<file path="src/rtl/muldiv_unit.sv">
// muldiv_unit: 32-bit multiply/divide unit with HI/LO registers (MIPS-style).
// Iterative radix-2 datapath: shift-add multiply, restoring divide, with
// signs stripped at start and restored in a final FIX cycle.
// Optional build macro MULDIV_FAST_MUL_EN: multiplies use a combinational
// 32x32 multiplier and skip the CALC phase (IDLE -> FIX).
module muldiv_unit (
    input  logic        clk,
    input  logic        reset,
    input  logic        start,
    input  logic [1:0]  op,
    input  logic [31:0] a,
    input  logic [31:0] b,
    input  logic        mthi,
    input  logic        mtlo,
    input  logic [31:0] wdata,
    output logic        busy,
    output logic        done,
    output logic [31:0] hi,
    output logic [31:0] lo
);

    typedef enum logic [1:0] {
        IDLE = 2'd0,
        CALC = 2'd1,
        FIX  = 2'd2
    } state_t;

    state_t      state_q, state_d;
    logic [5:0]  cnt_q, cnt_d;
    logic [1:0]  op_q, op_d;
    logic        sa_q, sa_d;
    logic        sb_q, sb_d;
    logic [63:0] acc_q, acc_d;
    logic [31:0] opb_q, opb_d;
    logic        done_q, done_d;
    logic [31:0] hi_q, hi_d;
    logic [31:0] lo_q, lo_d;

    logic        a_neg, b_neg;
    logic [31:0] abs_a, abs_b;
    logic [32:0] mul_sum;
    logic [63:0] mul_step;
    logic [32:0] div_shift;
    logic        div_ge;
    logic [31:0] div_rem;
    logic [63:0] div_step;
    logic [63:0] prod_fix;
    logic [31:0] quot_fix;
    logic [31:0] rem_fix;

    // Operand magnitudes and one radix-2 step of each algorithm.
    // acc holds {P_hi, P_lo} for multiply and {remainder, quotient} for divide.
    always_comb begin
        a_neg     = ~op[0] & a[31];
        b_neg     = ~op[0] & b[31];
        abs_a     = a_neg ? -a : a;
        abs_b     = b_neg ? -b : b;
        mul_sum   = {1'b0, acc_q[63:32]} + (acc_q[0] ? {1'b0, opb_q} : 33'd0);
        mul_step  = {mul_sum, acc_q[31:1]};
        div_shift = {acc_q[63:32], acc_q[31]};
        div_ge    = div_shift >= {1'b0, opb_q};
        div_rem   = div_ge ? 32'(div_shift - {1'b0, opb_q}) : div_shift[31:0];
        div_step  = {div_rem, acc_q[30:0], div_ge};
        prod_fix  = (sa_q ^ sb_q) ? -acc_q : acc_q;
        // A zero divisor yields an all-ones quotient regardless of signs.
        quot_fix  = (opb_q == '0) ? '1
                  : ((sa_q ^ sb_q) ? -acc_q[31:0] : acc_q[31:0]);
        rem_fix   = sa_q ? -acc_q[63:32] : acc_q[63:32];
    end

    // Next-state, datapath and HI/LO update logic.
    always_comb begin
        state_d = state_q;
        cnt_d   = cnt_q;
        op_d    = op_q;
        sa_d    = sa_q;
        sb_d    = sb_q;
        acc_d   = acc_q;
        opb_d   = opb_q;
        hi_d    = hi_q;
        lo_d    = lo_q;
        done_d  = 1'b0;
        case (state_q)
            IDLE: begin
                if (start) begin
                    op_d    = op;
                    sa_d    = a_neg;
                    sb_d    = b_neg;
                    cnt_d   = '0;
                    state_d = CALC;
                    if (op[1]) begin
                        acc_d = {32'd0, abs_a};
                        opb_d = abs_b;
                    end else begin
`ifdef MULDIV_FAST_MUL_EN
                        acc_d   = {32'd0, abs_a} * {32'd0, abs_b};
                        opb_d   = abs_b;
                        state_d = FIX;
`else
                        acc_d = {32'd0, abs_b};
                        opb_d = abs_a;
`endif
                    end
                end else begin
                    if (mthi) hi_d = wdata;
                    if (mtlo) lo_d = wdata;
                end
            end
            CALC: begin
                acc_d = op_q[1] ? div_step : mul_step;
                cnt_d = cnt_q + 6'd1;
                if (cnt_q == 6'd31) state_d = FIX;
            end
            FIX: begin
                state_d = IDLE;
                done_d  = 1'b1;
                if (op_q[1]) begin
                    hi_d = rem_fix;
                    lo_d = quot_fix;
                end else begin
                    {hi_d, lo_d} = prod_fix;
                end
            end
            default: state_d = IDLE;
        endcase
    end

    // State and datapath registers, cleared asynchronously.
    always_ff @(posedge clk or posedge reset) begin
        if (reset) begin
            state_q <= IDLE;
            cnt_q   <= '0;
            op_q    <= '0;
            sa_q    <= 1'b0;
            sb_q    <= 1'b0;
            acc_q   <= '0;
            opb_q   <= '0;
            done_q  <= 1'b0;
            hi_q    <= '0;
            lo_q    <= '0;
        end else begin
            state_q <= state_d;
            cnt_q   <= cnt_d;
            op_q    <= op_d;
            sa_q    <= sa_d;
            sb_q    <= sb_d;
            acc_q   <= acc_d;
            opb_q   <= opb_d;
            done_q  <= done_d;
            hi_q    <= hi_d;
            lo_q    <= lo_d;
        end
    end

    assign busy = (state_q != IDLE);
    assign done = done_q;
    assign hi   = hi_q;
    assign lo   = lo_q;

endmodule

</file>
<file path="config.mk">
export PLATFORM = sky130hd
export DESIGN_NAME = muldiv_unit
export DESIGN_NICKNAME = d
export VERILOG_FILES = /design/src/rtl/muldiv_unit.sv
export SDC_FILE = /design/constraint.sdc
export NUM_CORES = 1
export LEC_CHECK = 0
export ABC_CLOCK_PERIOD_IN_PS = 7750
export CELL_PAD_IN_SITES_DETAIL_PLACEMENT = 2
export CELL_PAD_IN_SITES_GLOBAL_PLACEMENT = 2
export CORE_MARGIN = 2
export CORE_UTILIZATION = 37
export DETAILED_ROUTE_END_ITERATION = 7
export PLACE_DENSITY_LB_ADDON = 0.1
export REMOVE_ABC_BUFFERS = 1
export SLEW_MARGIN = 20
export SYNTH_ARGS = -nofsm -noshare
export SYNTH_HDL_FRONTEND = slang
export SYNTH_SLANG_ARGS = --single-unit
</file>
<file path="constraint.sdc">
create_clock -name clk -period 7.75 [get_ports clk]
set_clock_uncertainty 0.05 [all_clocks]
set_input_delay 0.775 -clock clk [delete_from_list [all_inputs] [get_ports clk]]
set_output_delay 0.775 -clock clk [all_outputs]
set_load 0.05 [all_outputs]
</file>
; Word level (Yosys, flattened, before mapping)
; Index checks and enable logic that the tools add are counted.
[totals]
regBits = 173
output_inout_bits = 66
[op_classes]
n_addsub = 8
n_lt_le_gt_ge = 1
n_eq_ne = 8
n_mux = 27
bitwise_logic = 4
n_reduce_logical = 10
[ops]
columns = op, count
row1 = $mux W32, 15
row2 = $mux W64, 3
row3 = $neg A32 Y32, 4
row4 = $pmux W32 S2, 2
row5 = $pmux W64 S2, 1
row6 = $neg A64 Y64, 1
row7 = $add A32 B32 Y33, 1
row8 = $ge A33 B32 Y1, 1
row9 = $logic_not A32 Y1, 1
row10 = $sub A32 B32 Y32, 1
row11 = $pmux W6 S2, 1
row12 = $ne A2 B2 Y1 const B, 5
row13 = $add A6 B1 Y6 const B, 1
row14 = $eq A6 B5 Y1 const B, 1
row15 = $mux W6, 1
row16 = $reduce_and A2 Y1, 3
row17 = $reduce_and A3 Y1, 2
row18 = $reduce_bool A2 Y1, 3
row19 = $mux W2, 2
row20 = $pmux W2 S2, 1
row21 = $and A1 B1 Y1, 2
row22 = $eq A2 B1 Y1 const B, 1
row23 = $eq A2 B2 Y1 const B, 1
row24 = $logic_not A2 Y1, 1
row25 = 3 further kinds, 3

; Logic depth before layout (Yosys ltp)
[depth]
depth_word = 6
depth_mapped = 13
ltp_nobuf = 12

; Worst setup path before layout
; No wires, ideal clock.
[synth_timing]
path_type = flip-flop to flip-flop
from = reg acc_q[0]
to = reg acc_q[56]
t_arrival_ps = 2997
required_time_ps = 7605
path_slack_ps = 4607
stages_incl_launch_ff = 13
n_path_buf = 1
cell_sequence = dfrtp_1 > inv_1 > clkbuf_1 > nor2_1 > ha_1 > o211a_1 > a211oi_1 > or4_1 > a31oi_1 > nor2_1 > o311ai_0 > a21oi_1 > o31ai_1
[synth_via]
elab_chain_cells = 4
[synth_lines]
columns = element, line_no
row1 = "start, declared", 33  ; logic [63:0] acc_q, acc_d;
row2 = "start signal, assigned", 136  ; acc_q <= '0;
row3 = "start signal, assigned", 147  ; acc_q <= acc_d;
row4 = $mux W32, 58  ; mul_sum = {1'b0, acc_q[63:32]} + (acc_q[0] ? {1'b0, opb_q} : 33'd0);
row5 = $add A32 B32 Y33, 58
row6 = $mux W64, 110  ; acc_d = op_q[1] ? div_step : mul_step;
row7 = $pmux W64 S2, 83  ; case (state_q)
; Every way passes these cells.
; A chain may end at the register's enable or synchronous reset.

; Worst setup path in the final report
[layout_timing]
from = reg opb_q[22]
to = reg acc_q[35]
[layout_via]
elab_chain_cells = 4
[layout_lines]
columns = element, line_no
row1 = "start, declared", 34  ; logic [31:0] opb_q, opb_d;
row2 = "start signal, assigned", 148  ; opb_q <= opb_d;
row3 = $ge A33 B32 Y1, 61  ; div_ge = div_shift >= {1'b0, opb_q};
row4 = $mux W32, 62  ; div_rem = div_ge ? 32'(div_shift - {1'b0, opb_q}) : div_shift[31:0];
row5 = $mux W64, 110
row6 = $pmux W64 S2, 83
; Every way passes these cells.

==> run metrics <==
Synth area leader=sky130_fd_sc_hd__dfrtp_1; Critical Path Sink Type=register; WHS Path Cells=2; Switching Share=55.9%; clock latency at the later pin of the worst-skew pair=0.49 ns; postcts setup bufs=0; number of antenna-violating nets in the routed design=0; standard cell core area=40900 µm²; switching component of the power=4720 µW; via count of the first global-routing pass=17065; P_leak=0.00710 µW; initial core utilization=37.6%; transition time at the pin with the least slew margin=1.14 ns; top library cells by usage in the layout, fill and taps aside=sky130_fd_sc_hd__a21oi_1, sky130_fd_sc_hd__nand2_1, sky130_fd_sc_hd__dfrtp_1; Pwr Total=8450 µW; Worst R2R Start=opb_q[22]$_DFFE_PP0P_; number of cells upsized or downsized after cts=0; share of the synthesized area in the top cell type=28.0%; clock root cell=sky130_fd_sc_hd__clkbuf_16; CTS Buf Count=17; number of distinct library cell variants in the gate-level netlist after synthesis=79; number of DRC violations after detailed routing=0; final worst hold slack=0.455 ns; worst vdd ir=0.209 mV; Clock transition at path regs=0.08 ns; die width=208 µm; Max Freq=246 MHz; final RePlAce weighted congestion=0.949; setup repair after global routing missed its margin=no; via count=16251; Synth async-reset ratio=100%; Synth Warn #=0; final worst-path setup slack=3.69 ns; worst hold path class=reg2reg; Comb pwr share=66.6%; Largest stage delay, worst path=0.80 ns; total length of routed wires=70.5 mm; Placement Setup Slack=3.53 ns; Buffers & Inverters on Critical Path=1; minimum clock period=4.06 ns; flop and latch count out of synthesis=172; H-tree Lvls=4; cts hold-fix bufs=0; ratio of total power to cell area=468 nW/µm²; Slew Limit Headroom=24.2%; first-pass GRT wire length=108 mm; gate count after technology mapping=1964; Critical R2R Capture=acc_q[35]$_DFFE_PP0P_; average via count per standard cell=6.27; DRT iter0 DRCs=1099; post-DP HPWL=55.6 mm; number of detailed-route iterations in the first pass=5; final hold violation count=0; mean instance size in the synthesized netlist=7.83 µm²; Die Ht=208 µm; sum of negative setup slack=0 ns; TritonCTS clock tree=built; die outline area=43200 µm²; ports placed on the boundary=169; average routed wire per standard cell=27.2 µm; Max Cap Violations=0; crit-path leading delay family=compound AO/OA/AOI/OAI gates; layout overhead on the synthesized area=17.4%; WP data required=8.06 ns; grt total ovfl=0; Global Route Usage Sum=32.2%; min-delay src=opb_q[14]$_DFFE_PP0P_; pin count of the biggest net entering global routing=101; most instantiated flip-flop cell in the synthesis netlist=sky130_fd_sc_hd__dfrtp_1; internal reg-to-reg setup slack=3.69 ns; instance area after placement=17400 µm²; final setup vio count=0; CP Max Fanout=23; cell chain of the critical path=inv_1 -> ha_1 -> nand4_1 -> nor4_1 -> nand2_1 -> nand2_1 -> o21a_1 -> nand3_1 -> o21ai_0 -> o21ai_0; diode insertion count for antenna repair=0; std cell rows=74; clock sink count=172; commonest non-fill, non-tap cell in the layout=sky130_fd_sc_hd__a21oi_1; ranking of synthesized cells by area=sky130_fd_sc_hd__dfrtp_1, sky130_fd_sc_hd__a21oi_1, sky130_fd_sc_hd__xnor2_1; CTS Buffer Depth=2; number of port buffers=168; class of the most critical setup path=reg2reg; fraction of layout instances using a drive strength above 1=4.80%; filler instances=4668; final instance area=18000 µm²; share of power burned in registers=22.4%; depth of the worst register-to-register path=10; Int Power=3730 µW; Max Slew Vio Count=0; number of antenna violations at the first check in global routing=0; part of the cycle the worst path needs=52.4%; sequential area share after synthesis=28.0%; portion of total power attributed to the clock network=11.0%; critical path's slowest cell=sky130_fd_sc_hd__o21a_1; number of enable-type register cells in the synthesized netlist=0; number of nets at the end of the flow=2222; cell area after synthesis=15400 µm²; Startpoint Class=register; outcome=finished, final reports clean; Worst Hold Endpoint=opb_q[14]$_DFFE_PP0P_; arrival time worst endpoint=4.37 ns
## state kept, by name (all words and copies together) (netlist names)
name,cells
acc_q,64
cnt_q,6
done,1
hi,32
lo,32
op_q,1
opb_q,32
sa_q,1
sb_q,1
state_q,2
## routing by layer
metal	part of all wire (%)	wire length [µm]	track usage, %
met3	5.3	3740	4.37
met1	46	32100	44.4
met4	2.8	1950	10.5
met5	0	0	0
met2	46	32700	52.2
## cell families (layout without fill, tap and decap cells)
| group | Yosys count | in the layout | share of synthesized area [%] |
|---|---|---|---|
| compound gates | 690 | 690 | 28.7 |
| xor+xnor | 163 | 163 | 9.28 |
| fa+ha+maj | 71 | 71 | 5.87 |
| buf+inv | 201 | 298 | 5.07 |
| flops | 172 | 172 | 28.0 |
| mux | 63 | 63 | 4.14 |
| simple gates | 604 | 604 | 18.9 |
## cell type report
| cell class | count | area (µm²) | area share [%] |
|---|---|---|---|
| clock buffers | 18 | 439 | 2.43 |
| clock inverters | 14 | 164 | 0.908 |
| inverters | 73 | 279 | 1.55 |
| multi-input cells | 1591 | 10300 | 57.2 |
| flip-flops and latches | 172 | 4310 | 23.9 |
| well taps | 532 | 666 | 3.69 |
| repair buffers | 193 | 1860 | 10.3 |
## power by group through the flow
stage                     clock network, µW  registers (µW)  logic [µW]
after CTS                               938            1860        5540
after detailed placement                  0            1870        5490
after global placement                    0            1840        5250
final                                   931            1890        5630
after floorplan                           0            1890        3440
after global routing                    967            1920        6050
## worst reg2reg max path: cells and delay by family, from the launching register on
kind / cells / cell delay (ns)
compound gates: 3 / 1.39
simple gates: 5 / 1.37
flops: 1 / 0.51
fa+ha+maj: 1 / 0.44
buf+inv: 1 / 0.17
## synth_stat cells, types with 8 or more instances
library cell,number
sky130_fd_sc_hd__nor3_1,39
sky130_fd_sc_hd__a211oi_1,47
sky130_fd_sc_hd__ha_1,69
sky130_fd_sc_hd__nand4_1,21
sky130_fd_sc_hd__inv_1,72
sky130_fd_sc_hd__or2_2,8
sky130_fd_sc_hd__o21a_1,16
sky130_fd_sc_hd__nor3b_1,8
sky130_fd_sc_hd__a22oi_1,12
sky130_fd_sc_hd__nand3_1,49
sky130_fd_sc_hd__xor2_1,63
sky130_fd_sc_hd__nor4_1,25
sky130_fd_sc_hd__nand2b_1,21
sky130_fd_sc_hd__nand2_1,181
sky130_fd_sc_hd__o22ai_1,9
sky130_fd_sc_hd__o21ai_1,8
sky130_fd_sc_hd__nor2_1,160
sky130_fd_sc_hd__dfrtp_1,172
sky130_fd_sc_hd__mux2i_1,58
sky130_fd_sc_hd__a221o_1,29
sky130_fd_sc_hd__a21o_1,23
sky130_fd_sc_hd__xnor2_1,100
sky130_fd_sc_hd__o21bai_1,8
sky130_fd_sc_hd__o31ai_1,30
sky130_fd_sc_hd__o21ai_0,160
sky130_fd_sc_hd__buf_1,14
sky130_fd_sc_hd__o41ai_1,11
sky130_fd_sc_hd__a31oi_1,34
sky130_fd_sc_hd__or3_1,13
sky130_fd_sc_hd__nor2b_1,30
sky130_fd_sc_hd__clkbuf_1,109
sky130_fd_sc_hd__and2_1,10
sky130_fd_sc_hd__or4_1,12
sky130_fd_sc_hd__a21oi_1,197
sky130_fd_sc_hd__o211ai_1,46
## worst max path at each step
stage,cells past startpoint,to,start,slack (ns)
2_1_floorplan,1,acc_q[0]$_DFFE_PP0P_,reset,2.26
3_3_place_gp,9,opb_q[24]$_DFFE_PP0P_,b[15],3.66
3_5_place_dp,11,acc_q[56]$_DFFE_PP0P_,acc_q[0]$_DFFE_PP0P_,3.53
4_1_cts,10,hi[14]$_DFFE_PP0P_,acc_q[0]$_DFFE_PP0P_,3.40
5_1_grt,10,hi[16]$_DFFE_PP0P_,acc_q[0]$_DFFE_PP0P_,3.42
6_report,10,acc_q[35]$_DFFE_PP0P_,opb_q[22]$_DFFE_PP0P_,3.69
## per-stage QoR
stage                     utilization (%)  instances
after floorplan                         -       1836
after global placement               42.6       2561
after detailed placement             42.6       2561
after CTS                            44.1       2593
after global routing                 44.1       2593
final                                44.1       2593
Power figures use the tool's default switching activity.
